[config.mk]
export PLATFORM = sky130hd
export DESIGN_NAME = jtag_byte_shifter
export DESIGN_NICKNAME = d
export VERILOG_FILES = /design/src/rtl/jtag_byte_shifter.sv
export SDC_FILE = /design/constraint.sdc
export NUM_CORES = 1
export LEC_CHECK = 0
export ABC_AREA = 1
export CAP_MARGIN = 40
export CORE_MARGIN = 5
export CORE_UTILIZATION = 52
export DETAILED_ROUTE_END_ITERATION = 10
export PLACE_DENSITY = 0.84
export SYNTH_ARGS = -nofsm -noshare
export SYNTH_HDL_FRONTEND = slang
export SYNTH_SLANG_ARGS = --single-unit
[constraint.sdc]
create_clock -name clk -period 2.1 [get_ports clk]
set_input_delay 0.315 -clock clk [delete_from_list [all_inputs] [get_ports clk]]
set_output_delay 0.315 -clock clk [all_outputs]
set_load 0.02 [all_outputs]
[src/rtl/jtag_byte_shifter.sv]
// Serialises upstream fifo words LSB-first onto TDI under a generated TCK and, when
// JTAG_SHIFTER_CAPTURE_EN is defined, captures TDO into a word pushed downstream.
module jtag_byte_shifter #(
    parameter int DATA_WIDTH = 8,
    parameter int CLK_DIV    = 4
) (
    input  logic                  clk,
    input  logic                  rst,
    input  logic                  en,
    input  logic [DATA_WIDTH-1:0] in_data,
    input  logic                  in_empty,
    output logic                  in_rd,
    output logic [DATA_WIDTH-1:0] out_data,
    output logic                  out_wr,
    input  logic                  out_full,
    output logic                  tck,
    output logic                  tdi,
    input  logic                  tdo,
    output logic                  busy
);
    localparam int BIT_W = (DATA_WIDTH > 1) ? $clog2(DATA_WIDTH) : 1;
    localparam int DIV_W = $clog2(CLK_DIV + 1);
    localparam logic [BIT_W-1:0] BIT_LAST = BIT_W'(DATA_WIDTH - 1);
    localparam logic [DIV_W-1:0] DIV_LAST = DIV_W'(CLK_DIV - 1);

    typedef enum logic [1:0] {
        IDLE,
        SHIFT_LO,
        SHIFT_HI
`ifdef JTAG_SHIFTER_CAPTURE_EN
        , STORE
`endif
    } state_t;

    state_t                state_q, state_d;
    logic [DATA_WIDTH-1:0] shreg_q, shreg_d;
    logic [BIT_W-1:0]      bit_cnt_q, bit_cnt_d;
    logic [DIV_W-1:0]      div_cnt_q, div_cnt_d;
    logic                  tck_q, tck_d;
    logic                  tdi_q, tdi_d;
`ifdef JTAG_SHIFTER_CAPTURE_EN
    logic [DATA_WIDTH-1:0] cap_q, cap_d;
    logic [DATA_WIDTH-1:0] out_data_q, out_data_d;
`endif

    always_comb begin
        state_d   = state_q;
        shreg_d   = shreg_q;
        bit_cnt_d = bit_cnt_q;
        div_cnt_d = div_cnt_q;
        tck_d     = tck_q;
        tdi_d     = tdi_q;
        in_rd     = 1'b0;
        out_wr    = 1'b0;
`ifdef JTAG_SHIFTER_CAPTURE_EN
        cap_d      = cap_q;
        out_data_d = out_data_q;
`endif
        case (state_q)
            IDLE: begin
                tck_d = 1'b0;
                if (en && !in_empty) begin
                    in_rd     = 1'b1;
                    shreg_d   = in_data;
                    bit_cnt_d = '0;
                    div_cnt_d = '0;
                    tdi_d     = in_data[0];
                    state_d   = SHIFT_LO;
                end
            end
            SHIFT_LO: begin
                if (div_cnt_q == DIV_LAST) begin
                    div_cnt_d = '0;
                    tck_d     = 1'b1;
`ifdef JTAG_SHIFTER_CAPTURE_EN
                    // TDO is taken on the same edge that raises TCK
                    cap_d[bit_cnt_q] = tdo;
`endif
                    state_d   = SHIFT_HI;
                end else begin
                    div_cnt_d = div_cnt_q + DIV_W'(1);
                end
            end
            SHIFT_HI: begin
                if (div_cnt_q == DIV_LAST) begin
                    div_cnt_d = '0;
                    tck_d     = 1'b0;
                    if (bit_cnt_q == BIT_LAST) begin
`ifdef JTAG_SHIFTER_CAPTURE_EN
                        out_data_d = cap_q;
                        state_d    = STORE;
`else
                        state_d    = IDLE;
`endif
                    end else begin
                        shreg_d   = shreg_q >> 1;
                        tdi_d     = shreg_q[1];
                        bit_cnt_d = bit_cnt_q + BIT_W'(1);
                        state_d   = SHIFT_LO;
                    end
                end else begin
                    div_cnt_d = div_cnt_q + DIV_W'(1);
                end
            end
`ifdef JTAG_SHIFTER_CAPTURE_EN
            STORE: begin
                tck_d = 1'b0;
                if (!out_full) begin
                    out_wr  = 1'b1;
                    state_d = IDLE;
                end
            end
`endif
            default: state_d = IDLE;
        endcase
    end

    always_ff @(posedge clk or posedge rst) begin
        if (rst) begin
            state_q   <= IDLE;
            shreg_q   <= '0;
            bit_cnt_q <= '0;
            div_cnt_q <= '0;
            tck_q     <= 1'b0;
            tdi_q     <= 1'b0;
        end else begin
            state_q   <= state_d;
            shreg_q   <= shreg_d;
            bit_cnt_q <= bit_cnt_d;
            div_cnt_q <= div_cnt_d;
            tck_q     <= tck_d;
            tdi_q     <= tdi_d;
        end
    end

`ifdef JTAG_SHIFTER_CAPTURE_EN
    always_ff @(posedge clk or posedge rst) begin
        if (rst) begin
            cap_q      <= '0;
            out_data_q <= '0;
        end else begin
            cap_q      <= cap_d;
            out_data_q <= out_data_d;
        end
    end

    assign out_data = out_data_q;

    logic unused_bits;
    assign unused_bits = shreg_q[0];
`else
    assign out_data = '0;

    // Without capture the downstream side and TDO have no effect
    logic unused_bits;
    assign unused_bits = ^{shreg_q[0], out_full, tdo};
`endif

    assign tck  = tck_q;
    assign tdi  = tdi_q;
    assign busy = (state_q != IDLE);
endmodule

==> run metrics <==
Filler Cell Count=173; commonest non-fill, non-tap cell in the layout=nand2_1; Final Util=between 60 and 70%; die width=56.0 µm; post-route setup TNS=0 ns; part of the power in combinational logic=54.7%; port bufs=15; CP required=roughly 1.8 ns; number of global-route vias before repair=between 900 and 1,000; Cell variety after synth=17; crit path launch type=flop; Setup Viol. Count Final=0; CTS tree=built; Static Leakage=0.697 nW; relative slew slack=55.7%; switching power=0.758 mW; drt drc=0; crit end category=primary output; Synth-to-Final Area Change=11.7%; FP Rows=16; fin crit share=between 90% and 100%; status=finished clean; Gate Count Post-Synth=around 140; Final ANT Viol Nets=0; r2r setup slk=about 0.35 ns; global-route wire length before repair=~3700 µm; Initial Util=55.4%; H-tree levels=1; measured slew at the worst slew-check pin=between 0.6 and 0.7 ns; Syn. warnings=0; clk_skew=approximately 0.0058 ns; Clock Power Share=11.4%; Sw Share=47.8%; Peak supply drop=0.659 mV; layout cell share with drive strength beyond 1=5.10%; Seq/Total Area, Yosys=between 30 and 40%; antenna violations before repair=0; Post-Synthesis Cell Area=1100 µm²; Worst Hold Class=input port to async pin; CP max FO=5; Crit Path Class=flop to primary output; hold bufs inserted after CTS=0; clock slew at reported path FFs=roughly 0.11 ns; # diodes=0; Flop pwr share=between 30% and 40%; total of max-cap violations=0; worst skew pair latency=approximately 0.29 ns; Min Hold Slack=about 0.4 ns; CTS buffer count=3; Total GRT Usage=between 10% and 20%; pin count of the biggest net entering global routing=18; Final Hold Viols=0; fmax=~500 MHz; post-layout minimum cycle time=between 1.5 and 2 ns; Vias=approximately 900; global placement routability congestion=about 0.77; multi-input logic area=534 µm²; RSZ-0062 raised after global routing=false; IO Pins=27; Data arrival, critical path=1.63 ns; WL final=approximately 2100 µm; Seq. cell area=between 400 and 500 µm²; reg2reg path depth=8; pwr dens=1290 nW/µm²; Clock Tree Root=clkbuf_4; max-slew violation count=0; clk buf depth=2; core area=slightly below 2000 µm²; Detail Placement HPWL=between 1500 and 2000 µm; Starting DRT DRC Count=18; Via density=approximately 4.9; DRT Pass-1 Iters=4; Net count, final=around 180; WL/cell=11.7 µm; die area=~3100 µm²; most frequent cells in the layout=nand2_1, dfrtp_1, inv_1, clkdlybuf4s50_1, nand4_1; Yosys reg bits=17; syn avg cell area=7.68 µm²; Clock Sinks=17; Pint=0.827 mW; Die Y=~56 µm; total global routing overflow=0
==> metal layers <==
layer  GRT usage (%)  wire length, µm
met1            16.6              903
met2            25.9             1110
met3            3.02              111
met4            4.75               25
met5               0                0
==> final timing paths <==
path / from / endpoint
setup reg to reg: state_q[0] / state_q[0]
hold reg to reg: tck / tck
hold / removal: rst / shreg_q[5]
setup / recovery: state_q[0] / in_rd
min in group clk: tck / tck
max in group asynchronous: rst / state_q[0]
==> synthesized netlist by cell type <==
master	n	area [µm²]
conb_1	1	3.75
a31oi_1	1	6.26
nand3_1	2	10.0
nand2_1	64	240
buf_4	11	82.6
nand2_2	1	6.26
inv_2	1	3.75
nand3_2	1	10.0
inv_1	13	48.8
nand4_1	11	68.8
o21ai_0	4	20.0
nand3b_1	1	7.51
nor2_1	2	7.51
dfrtp_1	17	425
ha_1	9	113
nand2_4	1	11.3
buf_6	3	33.8
==> final cells by class <==
cell class	instances	area share (%)
tap	27	2.75
inverter	14	4.28
timing repair buffer	16	12.6
clock buffer	4	2.14
sequential	17	34.7
multi-input combinational	106	43.5
==> power by group through the flow <==
stage / clock network [mW] / registers [mW] / logic [mW]
after detailed placement: 0 / 0.544 / 0.876
after floorplan: 0 / 0.543 / 0.707
after global placement: 0 / 0.531 / 0.840
after global routing: 0.198 / 0.552 / 0.987
after CTS: 0.184 / 0.537 / 0.871
final: 0.181 / 0.537 / 0.867
==> critical path, cell delays in order, from the launching register on <==
cell and delay [ns]:
dfrtp_1 0.46, inv_1 0.14, ha_1 0.22, inv_1 0.08
nor2_1 0.10, dlygate4sd2_1 0.34
==> flip-flops by register name, indices dropped and copies added (netlist names) <==
signal / count
state_q: 2
shreg_q: 8
div_cnt_q: 3
bit_cnt_q: 3
tck: 1
==> repair_timing <==
item,CTS,global route
endpoints found under the setup margin,2,0
setup buffers,0,0
resized for setup,2,0
==> cell families (layout without fill, tap and decap cells) <==
| family | Yosys count | in the layout | synth area share (%) |
|---|---|---|---|
| buffers and inverters | 28 | 34 | 15.4 |
| DFF | 17 | 17 | 38.7 |
| and+or+nand+nor | 83 | 83 | 32.9 |
| other | 1 | 9 | 0.341 |
| AOI/OAI and AO/OA | 5 | 5 | 2.39 |
| adders and majority gates | 9 | 9 | 10.3 |
==> per-stage QoR <==
stage,instances,area [µm²],power [mW],worst slack (ns)
after floorplan,151,1130,1.25,0.631
after global placement,180,1200,1.37,0.256
after detailed placement,180,1200,1.42,0.200
after CTS,184,1230,1.59,0.151
after global routing,184,1230,1.74,0.0678
final,184,1230,1.59,0.159
Note: power is estimated with default switching activity, not from simulation.
